File: src/rtl/matrix_uart_sender.sv
// matrix_uart_sender: fetches an m x n matrix from storage and prints it as ASCII digits over an 8N1 UART.
// Optional header line "m*n\r\n" is built in when MATRIX_UART_SENDER_HEADER_EN is defined.
module matrix_uart_sender #(
    parameter int CLK_FREQ = 25_000_000,
    parameter int BAUD     = 115200
) (
    input  logic        clk,
    input  logic        rst_n,
    input  logic        i_start,
    input  logic [8:0]  i_base_addr,
    input  logic [2:0]  i_dim_m,
    input  logic [2:0]  i_dim_n,
    output logic [8:0]  o_rd_addr,
    input  logic [31:0] i_rd_data,
    output logic        uart_tx,
    output logic        o_busy,
    output logic        o_done,
    output logic        o_err
);
    localparam int BIT = CLK_FREQ / BAUD;
    localparam int CW  = $clog2(BIT + 1);

    typedef enum logic [3:0] {
        IDLE, FETCH, WAIT, SEND_CHAR, SEND_SEP, SEND_CR, SEND_LF, DONE
`ifdef MATRIX_UART_SENDER_HEADER_EN
        , SEND_HDR
`endif
    } state_t;

    state_t        r_state;
    logic [2:0]    r_m, r_n, r_row, r_col;
    logic [8:0]    r_addr, r_rd_addr;
    logic          r_bad, r_busy, r_done, r_err;
    logic          r_tx, r_ser_active;
    logic [8:0]    r_shift;
    logic [3:0]    r_bit;
    logic [CW-1:0] r_baud;
`ifdef MATRIX_UART_SENDER_HEADER_EN
    logic [1:0]    r_hdr_idx;
    logic          r_in_hdr;
`endif
    logic          w_ser_done, w_dims_ok, w_load, w_last_col;
    logic [7:0]    w_char;

    assign w_ser_done = r_ser_active && r_baud == CW'(BIT - 1) && r_bit == 4'd9;
    assign w_dims_ok  = i_dim_m != 3'd0 && i_dim_m <= 3'd5 && i_dim_n != 3'd0 && i_dim_n <= 3'd5;
    assign w_last_col = r_col == r_n - 3'd1;
    assign o_rd_addr  = r_rd_addr;
    assign uart_tx    = r_tx;
    assign o_busy     = r_busy;
    assign o_done     = r_done;
    assign o_err      = r_err;

    // Pick the next character and the cycle it is handed to the serializer, so frames abut
    always_comb begin
        w_load = 1'b0;
        w_char = 8'h00;
        case (r_state)
            WAIT: begin
                w_load = 1'b1;
                w_char = (i_rd_data < 32'd10) ? 8'h30 + i_rd_data[7:0] : 8'h3F;
            end
            SEND_CHAR: begin
                w_load = w_ser_done;
                w_char = w_last_col ? 8'h0D : 8'h20;
            end
            SEND_CR: begin
                w_load = w_ser_done;
                w_char = 8'h0A;
            end
`ifdef MATRIX_UART_SENDER_HEADER_EN
            IDLE: begin
                w_load = i_start && w_dims_ok;
                w_char = 8'h30 + {5'd0, i_dim_m};
            end
            SEND_HDR: begin
                w_load = w_ser_done;
                w_char = (r_hdr_idx == 2'd0) ? 8'h2A : (r_hdr_idx == 2'd1) ? 8'h30 + {5'd0, r_n} : 8'h0D;
            end
`endif
            default: ;
        endcase
    end

    // Sequencer FSM and 8N1 serializer; a load overrides the serializer's idle/advance step
    always_ff @(posedge clk or negedge rst_n) begin
        if (!rst_n) begin
            r_state      <= IDLE;
            r_m          <= 3'd0;
            r_n          <= 3'd0;
            r_row        <= 3'd0;
            r_col        <= 3'd0;
            r_addr       <= 9'd0;
            r_rd_addr    <= 9'd0;
            r_bad        <= 1'b0;
            r_busy       <= 1'b0;
            r_done       <= 1'b0;
            r_err        <= 1'b0;
            r_tx         <= 1'b1;
            r_ser_active <= 1'b0;
            r_shift      <= 9'h1FF;
            r_bit        <= 4'd0;
            r_baud       <= '0;
`ifdef MATRIX_UART_SENDER_HEADER_EN
            r_hdr_idx    <= 2'd0;
            r_in_hdr     <= 1'b0;
`endif
        end else begin
            r_done <= 1'b0;
            r_err  <= 1'b0;
            if (w_load) begin
                r_tx         <= 1'b0;
                r_shift      <= {1'b1, w_char};
                r_bit        <= 4'd0;
                r_baud       <= '0;
                r_ser_active <= 1'b1;
            end else if (r_ser_active) begin
                if (r_baud == CW'(BIT - 1)) begin
                    r_baud <= '0;
                    if (r_bit == 4'd9) begin
                        r_ser_active <= 1'b0;
                    end else begin
                        r_tx    <= r_shift[0];
                        r_shift <= {1'b1, r_shift[8:1]};
                        r_bit   <= r_bit + 4'd1;
                    end
                end else begin
                    r_baud <= r_baud + CW'(1);
                end
            end
            case (r_state)
                IDLE: if (i_start) begin
                    r_m    <= i_dim_m;
                    r_n    <= i_dim_n;
                    r_addr <= i_base_addr;
                    r_row  <= 3'd0;
                    r_col  <= 3'd0;
                    r_busy <= 1'b1;
                    r_bad  <= !w_dims_ok;
                    if (!w_dims_ok) begin
                        r_state <= DONE;
                    end else begin
`ifdef MATRIX_UART_SENDER_HEADER_EN
                        r_state   <= SEND_HDR;
                        r_hdr_idx <= 2'd0;
                        r_in_hdr  <= 1'b1;
`else
                        r_state   <= FETCH;
                        r_rd_addr <= i_base_addr;
`endif
                    end
                end
                FETCH: r_state <= WAIT;
                WAIT: r_state <= SEND_CHAR;
                SEND_CHAR: if (w_ser_done) r_state <= w_last_col ? SEND_CR : SEND_SEP;
                SEND_SEP: if (w_ser_done) begin
                    r_col     <= r_col + 3'd1;
                    r_addr    <= r_addr + 9'd1;
                    r_rd_addr <= r_addr + 9'd1;
                    r_state   <= FETCH;
                end
                SEND_CR: if (w_ser_done) r_state <= SEND_LF;
                SEND_LF: if (w_ser_done) begin
`ifdef MATRIX_UART_SENDER_HEADER_EN
                    if (r_in_hdr) begin
                        r_in_hdr  <= 1'b0;
                        r_rd_addr <= r_addr;
                        r_state   <= FETCH;
                    end else
`endif
                    if (r_row == r_m - 3'd1) begin
                        r_state <= DONE;
                    end else begin
                        r_row     <= r_row + 3'd1;
                        r_col     <= 3'd0;
                        r_addr    <= r_addr + 9'd1;
                        r_rd_addr <= r_addr + 9'd1;
                        r_state   <= FETCH;
                    end
                end
                DONE: begin
                    r_done  <= 1'b1;
                    r_err   <= r_bad;
                    r_bad   <= 1'b0;
                    r_busy  <= 1'b0;
                    r_state <= IDLE;
                end
`ifdef MATRIX_UART_SENDER_HEADER_EN
                SEND_HDR: if (w_ser_done) begin
                    r_hdr_idx <= r_hdr_idx + 2'd1;
                    if (r_hdr_idx == 2'd2) r_state <= SEND_CR;
                end
`endif
                default: r_state <= IDLE;
            endcase
        end
    end
endmodule

File: config.mk
export PLATFORM = sky130hd
export DESIGN_NAME = matrix_uart_sender
export DESIGN_NICKNAME = d
export VERILOG_FILES = /design/src/rtl/matrix_uart_sender.sv
export SDC_FILE = /design/constraint.sdc
export NUM_CORES = 1
export LEC_CHECK = 0
export BUFFER_PORTS_ARGS = -buffer_cell sky130_fd_sc_hd__buf_2
export CAP_MARGIN = 0
export CORE_AREA = 2 2 110 112
export CTS_CLUSTER_SIZE = 28
export DETAILED_ROUTE_END_ITERATION = 10
export DIE_AREA = 0 0 112 114
export RECOVER_POWER = 100
export SLEW_MARGIN = 20
export SYNTH_ARGS = -nofsm -noshare
export SYNTH_HDL_FRONTEND = slang
export SYNTH_SLANG_ARGS = --single-unit
File: constraint.sdc
create_clock -name clk -period 2.65 [get_ports clk]
set_clock_uncertainty 0.2 [all_clocks]
set_input_delay 0.53 -clock clk [delete_from_list [all_inputs] [get_ports clk]]
set_output_delay 0.53 -clock clk [all_outputs]
set_load 0.02 [all_outputs]
==> impl_metrics.env, run 1 <==
export IMPL_status="finished, final reports clean"
export IMPL_synth_area_leaders="dfrtp_1 37%, dfstp_2 7.0%, mux2_2 5.3%"
export IMPL_syn2layout_area_growth_pct=22.83
export IMPL_yosys_area_top_type="dfrtp_1"
export IMPL_slew_viol_final=0
export IMPL_ys_warn_count=0
export IMPL_htreeDepth=3
export IMPL_synth_cell_types=62
export IMPL_vias_per_cell=4.924
export IMPL_grt_pass1_wl_mm=13.38
export IMPL_clockBufferDepth=2
export IMPL_crit_path_end_kind="flop"
export IMPL_ys_seq_area_share_pct=44.07
export IMPL_fmax_mhz=405.9
export IMPL_crit_required_ns=2.70
export IMPL_coreArea_um2=11710
export IMPL_multi_input_area_um2=1739
export IMPL_overflow=0
export IMPL_final_core_util_pct=35.41
export IMPL_min_path_type="in -> reg"
export IMPL_cts_root_buf="clkbuf_16"
export IMPL_final_antenna_net_count=0
export IMPL_dpl_hpwl_mm=5.889
export IMPL_drt_pass1_iter_count=5
export IMPL_ys_flop_type="dfrtp_1"
export IMPL_tightest_slew_ns=1.289
export IMPL_cts_hold_buffers=0
export IMPL_ctsResizeCount=0
export IMPL_post_cts_setup_buffers=0
export IMPL_start_kind="flop"
export IMPL_netlist_area_leader_share_pct=37.06
export IMPL_clk_pin_slew_worst_paths_ns=0.05
export IMPL_power_density_nw_per_um2=1014
export IMPL_antenna_cells=0
export IMPL_insertion_delay_ns=0.33
export IMPL_arrival_ns=2.51
export IMPL_synth_fp_nets=410
export IMPL_p_leak_uw=0.001842
export IMPL_syn_inst=350
export IMPL_place_gp_congestion=0.8219
export IMPL_ir_drop_uv=340.6
export IMPL_async_flop_share_pct=100.0
export IMPL_seq_area_um2=1488
export IMPL_antenna_found_initial=0
export IMPL_crit_type="reg -> reg"
export IMPL_final_net_count=489
export IMPL_numCtsBuffers=9
export IMPL_wl_per_cell_um=13.66
export IMPL_dieArea_um2=12770
export IMPL_synth_area_um2=3376
export IMPL_drtIter0Drc=139
export IMPL_ioPinCount=63
export IMPL_wl_mm=7.938
export IMPL_drive_above_1_share_pct=23.73
export IMPL_finalHoldViolCount=0
export IMPL_initial_core_util_pct=28.82
export IMPL_tritoncts="yes"
export IMPL_cts_sinks=59
export IMPL_n_fill_cell=1235
export IMPL_max_cap_violations=0
export IMPL_drc_errors=0
export IMPL_maxSlewHeadroom_pct=14.10
export IMPL_setup_viol=0
export IMPL_period_needed_ns=2.464
export IMPL_fin_crit_sh_pct=92.97
export IMPL_num_vias=2861
export IMPL_rows=40
export IMPL_track_usage_pct=13.04
export IMPL_rsz0062_at_grt="no"
export IMPL_grt_max_degree=27
export IMPL_ys_seq_elements=59
export IMPL_fp_dieW_um=112
export IMPL_cp_max_fo=9
export IMPL_grt_pass1_vias=2806
export IMPL_syn_area_per_cell_um2=9.645
export IMPL_io_buffer_count=62
export IMPL_setup_tns_ns=0
export IMPL_synth_edf_count=0
export IMPL_die_h_um=114
[cell type report]
class | count | area share (%)
Multi-Input combinational cell | 259 | 41.94
Sequential cell | 59 | 35.88
Timing Repair Buffer | 80 | 9.535
Clock buffer | 13 | 6.035
Tap cell | 147 | 4.436
Inverter | 20 | 1.810
Clock inverter | 3 | 0.3621
[through the flow]
stage	worst slack (ns)	instance area (µm²)	hold WS [ns]	instances	total power, µW
after detailed placement	0.2417	3969	0.2603	565	3241
after floorplan	0.3339	3376	0.03441	350	2707
after global routing	0.07470	4146	0.2434	581	4553
after global placement	0.2793	3969	0.2551	565	3182
final	0.1864	4146	0.2326	581	4204
after CTS	0.2352	4234	0.003139	581	4316
[per-layer routing]
| metal | share of wire, % | up-vias | track usage [%] |
|---|---|---|---|
| met1 | 45 | 1383 | 16.45 |
| met2 | 50 | 47 | 21.74 |
| li1 | - | 1420 | - |
| met4 | 1.5 | 0 | 4.797 |
| met5 | 0 | - | 0 |
| met3 | 3.6 | 11 | 3.348 |
[power by group]
part	leakage [µW]	internal, µW	total [µW]	switching [µW]
Sequential	0.000730	1270	1570	292
Combinational	0.000978	705	1590	890
Clock	0.000133	652	1040	390
[state kept, by name, summed over array words and instances (netlist names), 3 cells and up]
signal	cells
r_state	3
r_bit	4
r_col	3
r_row	3
o_rd_addr	9
r_shift	8
r_addr	9
r_n	3
r_m	3
r_baud	8
[critical path, stage by stage (launching register included)]
cell      delay [ns]
dfrtp_1         0.42
inv_1           0.07
ha_1            0.20
and4bb_2        0.25
nand3_1         0.27
o31a_1          0.47
and3_1          0.19
or3_1           0.31
[kinds of logic (layout without fill, tap and decap cells)]
group / Yosys count / in the layout / synth area share, %
xor gates and xnor gates: 23 / 23 / 6.375
DFF: 59 / 59 / 44.07
buffers and inverters: 32 / 116 / 3.669
AOI/OAI and AO/OA: 86 / 86 / 17.35
muxes: 18 / 18 / 5.930
and+or+nand+nor: 122 / 122 / 18.90
adders and majority gates: 10 / 10 / 3.706
[Yosys cell counts, types with 3 or more instances]
master,number
buf_2,3
and2_1,3
dfstp_2,9
nand3_1,11
xor2_1,12
nor3_1,9
nor2b_1,4
a31oi_1,6
nand2_1,34
and3_1,6
mux2_2,16
inv_1,19
nor4_1,7
a21oi_1,19
nor2_1,30
or3_1,5
clkbuf_1,9
dfrtp_1,50
o21ai_0,27
ha_1,10
xnor2_1,10
[placed cells by master (no fill, tap or decap), drive strengths merged, types with 4 or more instances in the layout]
cell type and count:
xnor2 10, and3 6, nand2 34, dfstp 9, xor2 12, or3 5, mux2 16, buf 57
nor2 30, a21oi 19, o21ai 28, nor2b 4, nor4 9, dfrtp 50, clkbuf 36, inv 20
a31oi 7, nand3 12, nor3 9, ha 10
[worst paths after layout]
path	from	end	slack (ns)	cells past startpoint
min in group asynchronous	rst_n	o_rd_addr[5]	0.27	1
max reg2reg	r_baud[0]	r_shift[5]	0.19	7
min	i_dim_n[0]	r_n[0]	0.23	3
max	r_baud[0]	r_shift[5]	0.19	7
min reg2reg	r_shift[0]	uart_tx	0.27	2
max in group asynchronous	rst_n	r_baud[2]	0.63	2
Power figures use the tool's default switching activity.
==> run 2, diff against run 1 <==
--- a/config.mk
+++ b/config.mk
@@ -12,6 +12,7 @@
 export DETAILED_ROUTE_END_ITERATION = 10
 export DIE_AREA = 0 0 112 114
 export RECOVER_POWER = 100
+export REMOVE_ABC_BUFFERS = 1
 export SLEW_MARGIN = 20
 export SYNTH_ARGS = -nofsm -noshare
 export SYNTH_HDL_FRONTEND = slang
==> constraint.sdc (replaced) <==
create_clock -name clk -period 2.3 [get_ports clk]
set_clock_uncertainty 0.2 [all_clocks]
set_input_delay 0.46 -clock clk [delete_from_list [all_inputs] [get_ports clk]]
set_output_delay 0.46 -clock clk [all_outputs]
set_load 0.02 [all_outputs]
==> run 2 against run 1 <==
Against the previous run: first-iteration DRC count fell by 20%; power rose by 27%; final cell count rose by 3.3%; design area rose by 8.7%; largest power group unchanged; core utilization rose by 3.1 points; critical path type unchanged; non-clock buffer count rose by 19; fmax rose by 7.9%; register-to-register slack got worse by 0.17 ns; largest cell class unchanged; highest routed layer unchanged; combinational power rose by 31%.
==> impl_metrics.env, run 2 (same netlist as run 1, synthesis figures left out) <==
export IMPL_maxSlewHeadroom_pct=46.20
export IMPL_io_buffer_count=62
export IMPL_num_vias=2938
export IMPL_path_depth=8
export IMPL_initial_core_util_pct=28.82
export IMPL_p_sw_uw=1914
export IMPL_cts_root_buf="clkbuf_16"
export IMPL_fmax_mhz=438.0
export IMPL_slowest_delay_ns=0.42
export IMPL_r2r_slack_ns=0.02
export IMPL_drtIter0Drc=111
export IMPL_start_kind="flop"
export IMPL_final_net_count=508
export IMPL_placedCellCount=577
export IMPL_crit_required_ns=2.31
export IMPL_power_switching_share_pct=35.70
export IMPL_drc_errors=0
export IMPL_vias_per_cell=4.897
export IMPL_placed_area_um2=4096
export IMPL_htreeDepth=3
export IMPL_crit_path_end_kind="flop"
export IMPL_grt_pass1_vias=2880
export IMPL_min_delay_start="i_dim_m[0]"
export IMPL_r2r_start="r_bit[0]"
export IMPL_fp_dieW_um=112
export IMPL_rows=40
export IMPL_wl_mm=8.211
export IMPL_tritoncts="yes"
export IMPL_ir_drop_uv=564.4
export IMPL_fin_cells=600
export IMPL_coreArea_um2=11710
export IMPL_dieArea_um2=12770
export IMPL_fin_crit_sh_pct=99.26
export IMPL_status="finished, final reports clean"
export IMPL_timing_critical_path_slowest_stage_cell="dfrtp_1"
export IMPL_pwr_share_comb_pct=38.8
export IMPL_seq_power_share_pct=33.5
export IMPL_max_cap_violations=0
export IMPL_arrival_ns=2.29
export IMPL_wl_per_cell_um=13.69
export IMPL_min_path_type="in -> reg"
export IMPL_grt_max_degree=60
export IMPL_rr_endpoint="o_rd_addr[8]"
export IMPL_antenna_found_initial=0
export IMPL_drive_above_1_share_pct=31.13
export IMPL_p_clk_share_pct=27.7
export IMPL_tightest_slew_ns=0.8070
export IMPL_syn2layout_area_growth_pct=33.54
export IMPL_final_antenna_net_count=0
export IMPL_overflow=0
export IMPL_r2r_cells=8
export IMPL_die_h_um=114
export IMPL_setup_viol=0
export IMPL_p_leak_uw=0.002015
export IMPL_crit_start="r_bit[0]"
export IMPL_cp_max_fo=4
export IMPL_numCtsBuffers=9
export IMPL_place_gp_congestion=0.8473
export IMPL_drt_pass1_iter_count=4
export IMPL_crit_buf_inv=2
export IMPL_antenna_cells=0
export IMPL_slew_viol_final=0
export IMPL_clockBufferDepth=2
export IMPL_grt_pass1_wl_mm=13.43
export IMPL_dpl_hpwl_mm=5.926
export IMPL_layout_common_cells="50 x buf_2, 50 x dfrtp_1, 34 x nand2_1"
export IMPL_clk_pin_slew_worst_paths_ns=0.06
export IMPL_insertion_delay_ns=0.33
export IMPL_crit_chain="ha_1, nand3b_1, nor4_4, buf_4, a22o_4, a31oi_4, clkbuf_16, mux2_2"
export IMPL_cts_sinks=59
export IMPL_design_area_um2=4508
export IMPL_crit_type="reg -> reg"
export IMPL_total_power_uw=5360
export IMPL_ioPinCount=63
export IMPL_track_usage_pct=12.92
export IMPL_hold_ws_ns=0.1639
export IMPL_cp_top_family="compound AO/OA/AOI/OAI gates"
export IMPL_finalHoldViolCount=0
export IMPL_rsz0062_at_grt="yes"
export IMPL_power_density_nw_per_um2=1189
export IMPL_period_needed_ns=2.283
export IMPL_cellInternalPower_uw=3446
export IMPL_endpoint="o_rd_addr[8]"
-- run 2: cell types whose count changed in the layout (fill, tap and decap cells not counted), moves of 3 or more --
cell | previous run | this run
clkinv_2 | 3 | 0
clkbuf_1 | 25 | 16
buf_4 | 9 | 25
o21ai_0 | 27 | 23
buf_12 | 0 | 3
o21ai_1 | 1 | 5
-- run 2: per-stage QoR --
step                utilization, %  setup TNS (ns)  worst slack, ns
floorplan                        -         -0.1760         -0.03086
global placement             34.98               0          0.01534
detailed placement           34.98               0          0.01452
CTS                          38.04               0         0.004921
global route                 38.49         -0.3865         -0.05035
finish                       38.49               0          0.01704
-- run 2: area by class of cell --
cell class	count	area, µm²
tap	147	183.9
clock inverter	5	83.83
fill	1199	7203
sequential	59	1488
timing repair buffer	99	619.3
clock buffer	11	252.7
multi-input combinational	259	1805
inverter	20	75.07
-- run 2: repair_timing --
item                                    in CTS  in global routing
pin swaps                                    1                  4
hold buffers                                 1                  0
buffers inserted                             0                  5
gates cloned                                 0                  1
endpoints found under the setup margin       1                 24
hold endpoints to repair                    50                  0
resized for setup                            2                 12
-- run 2: power groups by stage --
| stage | clock [µW] | combinational (µW) | sequential, µW |
|---|---|---|---|
| 3_3_place_gp | 0 | 2010 | 1780 |
| 2_1_floorplan | 0 | 1220 | 1860 |
| 5_1_grt | 1570 | 2330 | 1850 |
| 3_5_place_dp | 0 | 2040 | 1800 |
| 6_report | 1480 | 2080 | 1800 |
| 4_1_cts | 1520 | 2090 | 1790 |
-- run 2: how the worst min path moves through the flow --
stage,slack [ns],depth (start not counted),to
after floorplan,-0.04,0,o_busy
after global placement,0.26,2,uart_tx
after detailed placement,0.27,2,uart_tx
after CTS,0.16,3,r_m[0]
after global routing,0.20,2,r_m[2]
final,0.16,3,r_m[0]
-- run 2: metal layers --
layer | vias to the layer above | part of all wire, % | track usage, %
met5 | - | 0 | 0
met4 | 0 | 0.77 | 2.276
met3 | 9 | 3.2 | 4.038
met2 | 49 | 51 | 22.26
met1 | 1426 | 45 | 16.26
li1 | 1454 | - | -
-- run 2: worst register-to-register path, cell delays in order, from the launching register on --
cell and delay [ns]:
dfrtp_1 0.42, ha_1 0.23, nand3b_1 0.15, nor4_4 0.07, buf_4 0.14, a22o_4 0.22
a31oi_4 0.22, clkbuf_16 0.19, mux2_2 0.32
